[config.mk]
export PLATFORM = sky130hd
export DESIGN_NAME = core_memory_arbiter
export DESIGN_NICKNAME = d
export VERILOG_FILES = /design/src/rtl/core_memory_arbiter_pkg.sv /design/src/rtl/rr_priority_picker.sv /design/src/rtl/core_memory_arbiter.sv
export SDC_FILE = /design/constraint.sdc
export NUM_CORES = 1
export LEC_CHECK = 0
export CAP_MARGIN = 20
export CORE_MARGIN = 1.5
export CORE_UTILIZATION = 39
export CTS_BUF_LIST = sky130_fd_sc_hd__clkbuf_16
export CTS_CLUSTER_DIAMETER = 80
export DETAILED_ROUTE_END_ITERATION = 10
export PLACE_DENSITY = 0.94
export SLEW_MARGIN = 10
export SYNTH_ARGS = -nofsm -noshare
export SYNTH_HDL_FRONTEND = slang
export SYNTH_SLANG_ARGS = --single-unit
export TNS_END_PERCENT = 10
[constraint.sdc]
create_clock -name clk -period 4.15 [get_ports clk]
set_input_delay 1.0375 -clock clk [delete_from_list [all_inputs] [get_ports clk]]
set_output_delay 1.0375 -clock clk [all_outputs]
set_load 0.005 [all_outputs]
[src/rtl/core_memory_arbiter_pkg.sv]
// ============================================================================
//  Module   : core_memory_arbiter_pkg
//  Brief    : Shared constants and helpers for the shared-memory arbiter.
//  Revision : 1.0 - initial release
// ============================================================================
`timescale 1ns/1ps
`default_nettype none

package core_memory_arbiter_pkg;

    localparam int c_ARB_ROUND_ROBIN = 0;
    localparam int c_ARB_FIXED       = 1;

    localparam logic [1:0] c_IDLE = 2'd0;
    localparam logic [1:0] c_BUSY = 2'd1;
    localparam logic [1:0] c_RESP = 2'd2;

    // Index width that never collapses to zero bits for a single channel.
    function automatic int clog2_min1(input int n);
        return (n <= 2) ? 1 : $clog2(n);
    endfunction

endpackage

`default_nettype wire

[src/rtl/rr_priority_picker.sv]
// ============================================================================
//  Module   : rr_priority_picker
//  Brief    : Combinational one-hot winner select, round-robin or fixed priority.
//  Revision : 1.0 - initial release
// ============================================================================
`timescale 1ns/1ps
`default_nettype none

module rr_priority_picker
    import core_memory_arbiter_pkg::*;
#(
    parameter int NUM_MASTERS = 2
) (
    input  logic [NUM_MASTERS-1:0]               i_req,
    input  logic [clog2_min1(NUM_MASTERS)-1:0]   i_ptr,
    input  logic                                 i_fixed,
    output logic [NUM_MASTERS-1:0]               o_winner
);

    localparam int c_PW = clog2_min1(NUM_MASTERS);

    logic            w_found;
    logic [c_PW-1:0] w_idx;

    // Fixed priority is a round-robin scan that always starts at index 0.
    always_comb begin
        o_winner = '0;
        w_found  = 1'b0;
        w_idx    = '0;
        for (int k = 0; k < NUM_MASTERS; k++) begin
            w_idx = c_PW'(((i_fixed ? 0 : int'(i_ptr)) + k) % NUM_MASTERS);
            if (!w_found && i_req[w_idx]) begin
                o_winner[w_idx] = 1'b1;
                w_found         = 1'b1;
            end
        end
    end

endmodule

`default_nettype wire

[src/rtl/core_memory_arbiter.sv]
// ============================================================================
//  Module   : core_memory_arbiter
//  Brief    : N-master shared-memory arbiter with lock and response timeout.
//  Revision : 1.0 - initial release
// ============================================================================
`timescale 1ns/1ps
`default_nettype none

module core_memory_arbiter
    import core_memory_arbiter_pkg::*;
#(
    parameter int NUM_MASTERS    = 2,
    parameter int BUS_WIDTH      = 32,
    parameter int ADDR_WIDTH     = 32,
    parameter int ARB_MODE       = 0,
    parameter int TIMEOUT_CYCLES = 1024
) (
    input  logic                              clk,
    input  logic                              reset,
    input  logic [NUM_MASTERS-1:0]            m_read,
    input  logic [NUM_MASTERS-1:0]            m_write,
    input  logic [NUM_MASTERS*ADDR_WIDTH-1:0] m_address,
    input  logic [NUM_MASTERS*BUS_WIDTH-1:0]  m_write_data,
    output logic [BUS_WIDTH-1:0]              m_read_data,
    output logic [NUM_MASTERS-1:0]            m_response,
    output logic                              m_error,
    input  logic                              lock_enable,
    input  logic [clog2_min1(NUM_MASTERS)-1:0] lock_master,
    output logic [NUM_MASTERS-1:0]            grant,
    output logic                              mem_read,
    output logic                              mem_write,
    output logic [ADDR_WIDTH-1:0]             mem_address,
    output logic [BUS_WIDTH-1:0]              mem_write_data,
    input  logic [BUS_WIDTH-1:0]              mem_read_data,
    input  logic                              mem_response
);

    localparam int              c_PW         = clog2_min1(NUM_MASTERS);
    localparam int              c_TW         = clog2_min1(TIMEOUT_CYCLES + 1);
    localparam logic            c_TIMEOUT_EN = (TIMEOUT_CYCLES > 0);
    localparam logic [c_TW-1:0] c_TIMER_LAST = c_TW'((TIMEOUT_CYCLES > 0) ? TIMEOUT_CYCLES - 1 : 0);
    localparam logic            c_FIXED      = (ARB_MODE == c_ARB_FIXED);

    logic [1:0]             r_state;
    logic [c_PW-1:0]        r_ptr;
    logic [c_TW-1:0]        r_timer;
    logic [NUM_MASTERS-1:0] r_grant;
    logic                   r_mem_read;
    logic                   r_mem_write;
    logic [ADDR_WIDTH-1:0]  r_mem_address;
    logic [BUS_WIDTH-1:0]   r_mem_write_data;
    logic [NUM_MASTERS-1:0] r_m_response;
    logic                   r_m_error;
    logic [BUS_WIDTH-1:0]   r_m_read_data;

    logic [NUM_MASTERS-1:0] w_req;
    logic [NUM_MASTERS-1:0] w_masked;
    logic [NUM_MASTERS-1:0] w_winner;
    logic                   w_sel_write;
    logic [ADDR_WIDTH-1:0]  w_sel_addr;
    logic [BUS_WIDTH-1:0]   w_sel_wdata;
    logic [c_PW-1:0]        w_ptr_next;

    assign w_req = m_read | m_write;

    // An out-of-range lock_master leaves the masked vector empty.
    always_comb begin
        w_masked = w_req;
        if (lock_enable) begin
            w_masked = '0;
            if (32'(lock_master) < NUM_MASTERS)
                w_masked[lock_master] = w_req[lock_master];
        end
    end

    rr_priority_picker #(
        .NUM_MASTERS (NUM_MASTERS)
    ) u_picker (
        .i_req    (w_masked),
        .i_ptr    (r_ptr),
        .i_fixed  (c_FIXED),
        .o_winner (w_winner)
    );

    // A write request takes precedence when a master raises both strobes.
    always_comb begin
        w_sel_write = 1'b0;
        w_sel_addr  = '0;
        w_sel_wdata = '0;
        for (int i = 0; i < NUM_MASTERS; i++) begin
            if (w_winner[i]) begin
                w_sel_write = m_write[i];
                w_sel_addr  = m_address[i*ADDR_WIDTH +: ADDR_WIDTH];
                w_sel_wdata = m_write_data[i*BUS_WIDTH +: BUS_WIDTH];
            end
        end
    end

    always_comb begin
        w_ptr_next = '0;
        for (int i = 0; i < NUM_MASTERS; i++) begin
            if (r_grant[i])
                w_ptr_next = c_PW'((i + 1) % NUM_MASTERS);
        end
    end

    always_ff @(posedge clk) begin
        if (reset) begin
            r_state          <= c_IDLE;
            r_ptr            <= '0;
            r_timer          <= '0;
            r_grant          <= '0;
            r_mem_read       <= 1'b0;
            r_mem_write      <= 1'b0;
            r_mem_address    <= '0;
            r_mem_write_data <= '0;
            r_m_response     <= '0;
            r_m_error        <= 1'b0;
            r_m_read_data    <= '0;
        end else begin
            r_m_response  <= '0;
            r_m_error     <= 1'b0;
            r_m_read_data <= '0;
            case (r_state)
                c_IDLE: begin
                    if (|w_masked) begin
                        r_grant          <= w_winner;
                        r_mem_read       <= ~w_sel_write;
                        r_mem_write      <= w_sel_write;
                        r_mem_address    <= w_sel_addr;
                        r_mem_write_data <= w_sel_wdata;
                        r_timer          <= '0;
                        r_state          <= c_BUSY;
                    end
                end
                c_BUSY: begin
                    if (mem_response) begin
                        r_mem_read    <= 1'b0;
                        r_mem_write   <= 1'b0;
                        r_m_response  <= r_grant;
                        r_m_read_data <= r_mem_write ? '0 : mem_read_data;
                        r_state       <= c_RESP;
                    end else if (c_TIMEOUT_EN && (r_timer == c_TIMER_LAST)) begin
                        r_mem_read   <= 1'b0;
                        r_mem_write  <= 1'b0;
                        r_m_response <= r_grant;
                        r_m_error    <= 1'b1;
                        r_state      <= c_RESP;
                    end else begin
                        r_timer <= r_timer + 1'b1;
                    end
                end
                c_RESP: begin
                    r_grant <= '0;
                    r_ptr   <= w_ptr_next;
                    r_timer <= '0;
                    r_state <= c_IDLE;
                end
                default: r_state <= c_IDLE;
            endcase
        end
    end

    assign grant          = r_grant;
    assign mem_read       = r_mem_read;
    assign mem_write      = r_mem_write;
    assign mem_address    = r_mem_address;
    assign mem_write_data = r_mem_write_data;
    assign m_response     = r_m_response;
    assign m_error        = r_m_error;
    assign m_read_data    = r_m_read_data;

endmodule

`default_nettype wire
After elaboration in Yosys (flattened, before gate mapping)
Cells that the tools add are included.
{ "totals": {"input_bits": 169, "reg_bits": 117} }
{ "classes": {"n_bitwise": 6, "muxes": 43, "eq_ne": 7, "reduce_logical": 18, "n_lt_le_gt_ge": 6, "add_sub_neg": 2} }
{ "op_table": {"columns": ["op", "count"], "rows": [
  ["32-bit 2-to-1 mux", 4],
  ["11-bit 2-to-1 mux", 3],
  ["11-bit case mux with 3 select lines", 1],
  ["1-bit 2-to-1 mux", 19],
  ["2-bit 2-to-1 mux", 9],
  ["11-bit by 1-bit adder with 11-bit output, second input constant", 1],
  ["11-bit by 10-bit equality test with 1-bit output, second input constant", 1],
  ["2-bit case mux with 2 select lines", 2],
  ["1-bit by 2-bit < comparator with 1-bit output, second input constant", 3],
  ["2-bit != test, second input constant", 3],
  ["2-bit AND reduction", 3],
  ["1-bit logical AND", 4],
  ["2-bit bitwise OR", 2],
  ["1-bit case mux with 2 select lines", 2],
  ["4-bit AND reduction", 1],
  ["2-bit nonzero test", 2],
  ["2-bit OR reduction", 2],
  ["4-bit OR reduction", 1],
  ["1-bit demux with 1-bit select", 3],
  ["1-bit greater-or-equal comparator, second input constant", 3],
  ["3-bit != test, second input constant", 1],
  ["1-bit NOT", 3],
  ["3-bit AND reduction", 1],
  ["3-bit nonzero test", 1],
  ["7 further kinds", 7]
]} }

Logic depth before layout (Yosys ltp)
Gate-level depths: netlist (run 1).
{ "depth": {"ltp_word": 17, "depth_mapped": 7, "depth_no_buf": 5} }

By module
Synthesis (run 1) repeated with hierarchy kept, for this count alone.
{ "hier_totals": {"cells_unflattened": 477, "hier_area_um2": 4644.5} }
{ "modules_own_cells": {"columns": ["mod", "area_per_inst_um2", "seq_area_each_um2", "instances", "cells_per_inst"], "rows": [
  ["core_memory_arbiter", 4614.4, 2342.2, 1, 473],
  ["rr_priority_picker", 30.0, 0.0, 1, 4]
]} }

Worst setup path before layout (run 1)
No wires, ideal clock.
{ "synth_timing": {"path_type": "input to register", "start": "in lock_enable", "end": "reg r_mem_address[0] (netlist: mem_address[0])", "required_ns": 4.022, "t_arrival_ns": 2.150, "n_path_buf": 2, "path_slack_ns": 1.872, "cell_stages": 6, "setup_ns": 0.128, "cell_sequence": "or2_2 o2111a_1 buf_2 clkbuf_1 a222oi_1 nor2_1"} }
{ "synth_between": {"elab_chain_len": 9, "word_cells_on_any_way": 15, "classes_between": "mux: 10; bitwise: 1; reduce/logical: 4"} }
{ "synth_rtl": {"columns": ["element", "line", "text"], "rows": [
  ["start, declared", "core_memory_arbiter.sv:27", "input logic lock_enable,"],
  ["2-bit 2-to-1 mux (*)", "core_memory_arbiter.sv:69", "if (lock_enable) begin"],
  ["1-bit 2-to-1 mux (not written as such) (2 in a row)", "rr_priority_picker.sv:32", "if (!w_found && i_req[w_idx]) begin"],
  ["1-bit 2-to-1 mux", "rr_priority_picker.sv:32", null],
  ["1-bit zero test", "rr_priority_picker.sv:32", null],
  ["1-bit logical AND", "rr_priority_picker.sv:32", null],
  ["2-bit 2-to-1 mux", "rr_priority_picker.sv:32", null],
  ["32-bit 2-to-1 mux (2 in a row)", "core_memory_arbiter.sv:91", "if (w_winner[i]) begin"],
  ["end signal, assigned", "core_memory_arbiter.sv:130", "r_mem_address <= w_sel_addr;"],
  ["end, declared", "core_memory_arbiter.sv:50", "logic [ADDR_WIDTH-1:0] r_mem_address;"]
]} }
Mark *: on every way between the ends. The rest lies on a longest branch, timed or not. The select of a mux whose other input is x is not followed.
A chain may end at the register's enable or synchronous reset.

Final worst setup path (run 1)
{ "layout_timing": {"start": "in m_write[0]", "end": "reg r_mem_address[12] (netlist: mem_address[12])"} }
{ "layout_between": {"elab_chain_len": 13, "word_cells_on_any_way": 19, "classes_between": "mux: 12; bitwise: 3; reduce/logical: 4"} }
{ "layout_rtl": {"columns": ["element", "line", "text"], "rows": [
  ["start, declared", "core_memory_arbiter.sv:21", "input logic [NUM_MASTERS-1:0] m_write,"],
  ["2-bit bitwise OR (*)", "core_memory_arbiter.sv:64", "assign w_req = m_read | m_write;"],
  ["1-bit 2-to-1 mux (not written as such) (2 in a row)", "core_memory_arbiter.sv:72", "w_masked[lock_master] = w_req[lock_master];"],
  ["2-bit AND (no line)", null, null],
  ["2-bit 2-to-1 mux (*)", "core_memory_arbiter.sv:69", null],
  ["1-bit 2-to-1 mux (not written as such) (2 in a row)", "rr_priority_picker.sv:32", null],
  ["1-bit 2-to-1 mux", "rr_priority_picker.sv:32", null],
  ["1-bit zero test", "rr_priority_picker.sv:32", null],
  ["1-bit logical AND", "rr_priority_picker.sv:32", null],
  ["2-bit 2-to-1 mux", "rr_priority_picker.sv:32", null],
  ["32-bit 2-to-1 mux (2 in a row)", "core_memory_arbiter.sv:91", null]
]} }
Marks and branches as above.

==> qor.txt, run 1 <==
Hold depth: 1
Sequential power share: 0.372
Critical path type: in -> reg
Aggregate global-route resource usage: 0.2643
DR vias: 4590
Dpl cell area: 7049 µm²
Internal power: 2.572 mW
Worst Hold Endpoint: m_error$_SDFF_PP0_
Final Slew Violations: 0
Reg clk slew, reported paths: 60 ps
Unrepaired setup endpoints after global routing: no
CTS resizes: 0
Global-route wire length before repair: 23.34 mm
Row Count: 38
Outcome: finished clean
Reg2reg setup slack: 2110 ps
Area contributors post-synth: dfxtp_1, a222oi_1, nor2_1
Die area: 11580 µm²
CTS tree: built
Die Wd: 107.6 µm
Worst-Margin Slew: 838.3 ps
CP startpoint kind: primary input
Syn-to-layout area delta: 79.54%
Final Cycle Share: 0.6956
RePlAce Congestion: 0.8044
Mapped Cells: 417
Post-synth EDFFs: 0
R2R Path End: mem_address[12]$_SDFFE_PP0P_
Grt ovf: 0
Synth async-reset ratio: 0
Yosys top cell by area: dfxtp_1
Peak VDD IR: 0.2335 mV
Hpwl dp: 11.31 mm
Critical Path RT: 4420 ps
Endpoints failing setup: 0
Hold WC Path Type: reg -> reg
Core area: 10750 µm²
Port-buffer cells: 271
Switching Power: 0.8047 mW
Clock sinks: 117
Fin Hold WS: 458.6 ps
Depth of the most critical reg-to-reg path: 5
Initial antenna violation count: 0
Post-synth net total: 587
Cts-stage hold buffer count: 0
Ys Warns: 0
Max-Cap Viols: 0
Crit path DAT: 3160 ps
Worst Clk Skew: 10.35 ps
Skew-Pair Late Insertion Delay: 410 ps
Number of diodes: 0
Logic pwr share: 0.181
Largest net degree at the start of global routing: 46
Bufs on Longest Clock Path: 2
Final Util: 0.7133
I/O Pins: 272
Pwr/cell area: 440.5 nW/µm²
Die Y: 107.6 µm
WL final: 15.62 mm
CTS buffer count: 17
Leak Pwr: 2.876 nW
Final min period: 2887 ps
Drt pass-1 iters: 8
Iteration-0 DRC Markers: 620
Post-route cell area: 7665 µm²
Clock Power Share: 0.448
Worst Setup End Kind: flip-flop
Initial core utilization: 0.3973
Nets: 847
DRC viols: 0
Yosys cell types: 41
Avg WL per Cell: 18.82 µm
Synth Register Bits: 117
Mean Syn Cell Area: 10.24 µm²
H-tree Lvls: 4
ANT nets after route: 0
Most used DFF post-synth: dfxtp_1
Crit Path Max Fanout: 43
Via/cell ratio: 5.530
HP Start: r_timer[10]$_SDFFE_PP0P_
Reg2reg start: r_state[1]$_SDFFE_PP0P_
Share of layout cells above drive strength 1: 0.07101
Post-CTS setup buffers: 0
Vias in the first global route: 4645
FILL cells: 770
Sequential area share after synthesis: 0.5487
Highest clock rate: 0.3464 GHz
Total negative slack: 0 ps
Switching share of power: 0.2383
Root Driver: clkbuf_16
Mapped Area: 4269 µm²
Fin. Hold Viols: 0
Slew HR: 0.4411
Post-synth top area share: 0.5487
Crit. Startpoint: m_write[0]
## cell type report
cell class                 instances  area [µm²]  area share
timing repair buffer             277        2778      0.3624
sequential                       117        2342      0.3056
multi-input combinational        255        1720      0.2245
clock buffer                      17       425.4     0.05550
clock inverter                    15       190.2     0.02481
tap                              140       175.2     0.02285
inverter                           9       33.78    0.004407
## synthesized netlist by cell type (2+ instances only)
| library cell | number |
|---|---|
| a21oi_1 | 14 |
| a222oi_1 | 64 |
| a31oi_1 | 2 |
| and2_1 | 34 |
| and3_1 | 3 |
| buf_2 | 6 |
| buf_4 | 3 |
| buf_6 | 5 |
| clkbuf_1 | 22 |
| dfxtp_1 | 117 |
| inv_1 | 9 |
| nand2_1 | 8 |
| nand3_1 | 5 |
| nand4_1 | 4 |
| nor2_1 | 69 |
| nor2b_1 | 2 |
| nor3_1 | 2 |
| nor3b_1 | 2 |
| o211a_1 | 2 |
| o21ai_0 | 9 |
| o31ai_1 | 4 |
| or2_1 | 2 |
| or2_2 | 4 |
| or3_1 | 5 |
| or3_2 | 2 |
| or4_1 | 3 |
## worst max-delay path, stage by stage
cell             delay [ps]
clkdlybuf4s50_1         550
a2bb2oi_1               320
o221ai_4                400
buf_12                  330
a222oi_1                430
nor2_1                   80
## metal layers
| metal | GRT usage | part of all wire | vias to the layer above |
|---|---|---|---|
| met4 | 0.1372 | 0.035 | 0 |
| met1 | 0.2736 | 0.35 | 2159 |
| met2 | 0.4613 | 0.51 | 277 |
| met5 | 0 | 0 | - |
| li1 | - | - | 2106 |
| met3 | 0.1029 | 0.097 | 48 |
## placed cells by master, fill, tap and decap left out, types with 3 or more instances in the layout
cell type        synthesis  routed
clkinv_4                 0       3
and3_1                   3       3
and2_1                  34      34
o21ai_0                  9       9
nand3_1                  5       5
o31ai_1                  4       4
nor2_1                  69      69
dfxtp_1                117     117
or4_1                    3       3
bufinv_16                0       4
clkinvlp_4               0       3
clkbuf_16                0      17
or3_1                    5       5
clkdlybuf4s50_1          0     270
or2_2                    4       4
inv_1                    9      11
buf_4                    3       4
a222oi_1                64      64
nand2_1                  8       8
nand4_1                  4       4
a21oi_1                 14      14
## power groups by stage
stage	Sequential [mW]	Combinational [mW]	Clock, mW
after floorplan	1.27	0.232	0
after detailed placement	1.28	0.605	0
after CTS	1.25	0.610	1.53
after global routing	1.26	0.654	1.59
after global placement	1.27	0.582	0
final	1.25	0.610	1.51
## per-stage QoR
stage	std cells	power, mW	worst slack, ps
2_1_floorplan	417	1.505	1872
3_3_place_gp	798	1.851	1004
3_5_place_dp	798	1.880	897.6
4_1_cts	830	3.393	1284
5_1_grt	830	3.506	1113
6_report	830	3.376	1263
## cell families (layout without fill, tap and decap cells)
logic type                 count (synthesis)  in the layout  share of synthesized area
DFF                                      117            117                     0.5487
AOI/OAI and AO/OA                        104            104                     0.2166
buffers and inverters                     45            318                    0.05275
and+or+nand+nor                          150            150                     0.1791
adders and majority gates                  1              1                   0.002930
## worst max-delay path by stage
stage                                           endpoint  slack, ps  cells after the start
after detailed placement  mem_write_data[9]$_SDFFE_PP0P_        900                      6
after floorplan              mem_address[0]$_SDFFE_PP0P_       1870                      6
after global placement       mem_address[2]$_SDFFE_PP0P_       1000                      6
after CTS                   mem_address[12]$_SDFFE_PP0P_       1280                      6
final                       mem_address[12]$_SDFFE_PP0P_       1260                      6
after global routing        mem_address[12]$_SDFFE_PP0P_       1110                      6
## flip-flops by register name, indices dropped and copies added, names as in the netlist, 2 cells and up
name / count
r_timer: 11
mem_address: 32
m_read_data: 32
grant: 2
mem_write_data: 32
r_state: 2
m_response: 2
Note: power is estimated with default switching activity, not from simulation.
==> inputs of run 2 (changes only) <==
--- a/config.mk
+++ b/config.mk
@@ -7,11 +7,11 @@
 export LEC_CHECK = 0
 export CAP_MARGIN = 20
 export CORE_MARGIN = 1.5
-export CORE_UTILIZATION = 39
+export CORE_UTILIZATION = 36
 export CTS_BUF_LIST = sky130_fd_sc_hd__clkbuf_16
 export CTS_CLUSTER_DIAMETER = 80
 export DETAILED_ROUTE_END_ITERATION = 10
-export PLACE_DENSITY = 0.94
+export PLACE_DENSITY = 0.88
 export SLEW_MARGIN = 10
 export SYNTH_ARGS = -nofsm -noshare
 export SYNTH_HDL_FRONTEND = slang
==> constraint.sdc (replaced) <==
create_clock -name clk -period 2.85 [get_ports clk]
set_input_delay 0.7125 -clock clk [delete_from_list [all_inputs] [get_ports clk]]
set_output_delay 0.7125 -clock clk [all_outputs]
set_load 0.005 [all_outputs]
==> qor.txt, run 2 (same netlist as run 1, synthesis figures left out) <==
Post-CTS setup buffers: 0 (unchanged)
Initial antenna violation count: 0 (unchanged)
Final Slew Violations: 0 (unchanged)
Global-route wire length before repair: 23.19 mm (was 23.34 mm)
DRC viols: 0 (unchanged)
H-tree Lvls: 4 (unchanged)
Bufs on Longest Clock Path: 2 (unchanged)
Reg2reg start: r_timer[0]$_SDFFE_PP0P_ (was r_state[1]$_SDFFE_PP0P_)
Largest net degree at the start of global routing: 41 (was 46)
Reg clk slew, reported paths: 60 ps (about the same)
Die Y: 111.9 µm (was 107.6 µm)
Die area: 12520 µm² (was 11580 µm²)
Crit Path Max Fanout: 39 (was 43)
Worst Hold Endpoint: m_error$_SDFF_PP0_ (unchanged)
Commonest non-fill, non-tap cell in the layout: clkdlybuf4s50_1 (unchanged)
Port-buffer cells: 271 (unchanged)
Unrepaired setup endpoints after global routing: no (unchanged)
PnR worst setup slack: 607.8 ps (was 1263 ps)
Via/cell ratio: 5.440 (was 5.530)
Number of diodes: 0 (unchanged)
Reg2reg setup slack: 1010 ps (was 2110 ps)
Most frequent cells in the layout: clkdlybuf4s50_1, dfxtp_1, nor2_1, a222oi_1, and2_1 (unchanged)
Worst Clk Skew: 13.13 ps (was 10.35 ps)
Clock sinks: 117 (unchanged)
Syn-to-layout area delta: 79.84% (was 79.54%)
Highest clock rate: 0.4460 GHz
Peak VDD IR: 0.4063 mV (was 0.2335 mV)
Core area: 11470 µm² (was 10750 µm²)
Total negative slack: 0 ps (unchanged)
HP Start: r_timer[10]$_SDFFE_PP0P_ (unchanged)
Critical path type: in -> reg (unchanged)
Skew-Pair Late Insertion Delay: 420 ps (was 410 ps)
DR vias: 4553 (was 4590)
ANT nets after route: 0 (unchanged)
DR top layer: met4 (unchanged)
Leak Pwr: 2.876 nW (about the same)
Root Driver: clkbuf_16 (unchanged)
Die Wd: 111.9 µm (was 107.6 µm)
CP startpoint kind: primary input (unchanged)
CTS buffer count: 17 (unchanged)
Avg WL per Cell: 17.95 µm (was 18.82 µm)
Row Count: 39 (was 38)
WL final: 15.03 mm (was 15.62 mm)
Vias in the first global route: 4718 (was 4645)
Endpoints failing setup: 0 (unchanged)
Worst Setup End Kind: flip-flop (unchanged)
Final Cycle Share: 0.7867
Nets: 851 (was 847)
Drt pass-1 iters: 8 (unchanged)
Power Total: 4.799 mW (was 3.376 mW)
Share of layout cells above drive strength 1: 0.07925 (was 0.07101)
Final min period: 2242 ps
RePlAce Congestion: 0.7728 (was 0.8044)
Grt ovf: 0 (unchanged)
R2R Path End: r_timer[4]$_SDFFE_PP0P_ (was mem_address[12]$_SDFFE_PP0P_)
CTS resizes: 0 (unchanged)
Pwr/cell area: 625.0 nW/µm² (was 440.5 nW/µm²)
Hold depth: 1 (unchanged)
Wl on met1: 5.467 mm (was 5.530 mm)
Met2 Routed Length: 7.801 mm (was 8.034 mm)
Depth of the most critical reg-to-reg path: 5 (unchanged)
CTS tree: built (unchanged)
Cts-stage hold buffer count: 0 (unchanged)
Outcome: finished clean (unchanged)
Aggregate global-route resource usage: 0.2367 (was 0.2643)
Hold WC Path Type: reg -> reg (unchanged)
Critical Path RT: 3150 ps (was 4420 ps)
Pre-CTS worst setup slack: 189.4 ps (was 897.6 ps)
Hpwl dp: 10.87 mm (was 11.31 mm)
I/O Pins: 272 (unchanged)
Crit path DAT: 2540 ps (was 3160 ps)
Slew HR: 0.6513 (was 0.4411)
Iteration-0 DRC Markers: 464 (was 620)
Initial core utilization: 0.3723 (was 0.3973)
Max-Cap Viols: 0 (unchanged)
DR WL met3: 1.389 mm (was 1.508 mm)
Worst-Margin Slew: 518.6 ps (was 838.3 ps)
Fin. Hold Viols: 0 (unchanged)
-- run 2: worst max-delay path by stage --
stage | start | end | slack, ps | depth (start not counted)
2_1_floorplan | lock_enable | mem_address[0]$_SDFFE_PP0P_ | 900 | 6
3_3_place_gp | m_write[0] | mem_write_data[30]$_SDFFE_PP0P_ | 310 | 6
3_5_place_dp | m_write[0] | mem_write_data[10]$_SDFFE_PP0P_ | 190 | 6
4_1_cts | m_write[0] | mem_write_data[0]$_SDFFE_PP0P_ | 630 | 6
5_1_grt | m_write[0] | mem_write_data[0]$_SDFFE_PP0P_ | 520 | 6
6_report | m_write[0] | mem_write_data[0]$_SDFFE_PP0P_ | 610 | 6
-- run 2: critical path, stage by stage --
cell and delay [ps]:
clkdlybuf4s50_1 550, a2bb2oi_1 290, o221ai_4 170, buf_4 290
a222oi_1 440, nor2_1 70
-- run 2: report_power, final --
| group | internal (mW) | switching (mW) | leakage (nW) |
|---|---|---|---|
| combinational | 0.552 | 0.347 | 1.64 |
| clock | 1.29 | 0.792 | 0.274 |
| sequential | 1.75 | 0.0651 | 0.958 |
-- run 2: area by class of cell --
type,count,area (µm²)
clock buffers,17,425.4
fillers,849,3790
flip-flops and latches,117,2342
inverters,9,33.78
multi-input cells,255,1720
clock inverters,15,156.4
repair buffers,281,2820
well taps,143,178.9
-- run 2: per-layer routing --
| layer | GRT usage | vias to the layer above |
|---|---|---|
| met2 | 0.4220 | 219 |
| li1 | - | 2112 |
| met1 | 0.2428 | 2193 |
| met5 | 0 | - |
| met3 | 0.09091 | 29 |
| met4 | 0.1139 | 0 |
-- run 2: stage by stage --
step	util	instance area, µm²	instances	hold WS [ps]
floorplan	-	4269	417	420.7
global placement	0.6188	7096	805	438.9
detailed placement	0.6188	7096	805	450.0
CTS	0.6695	7677	837	458.4
global route	0.6695	7677	837	486.1
finish	0.6695	7677	837	453.4
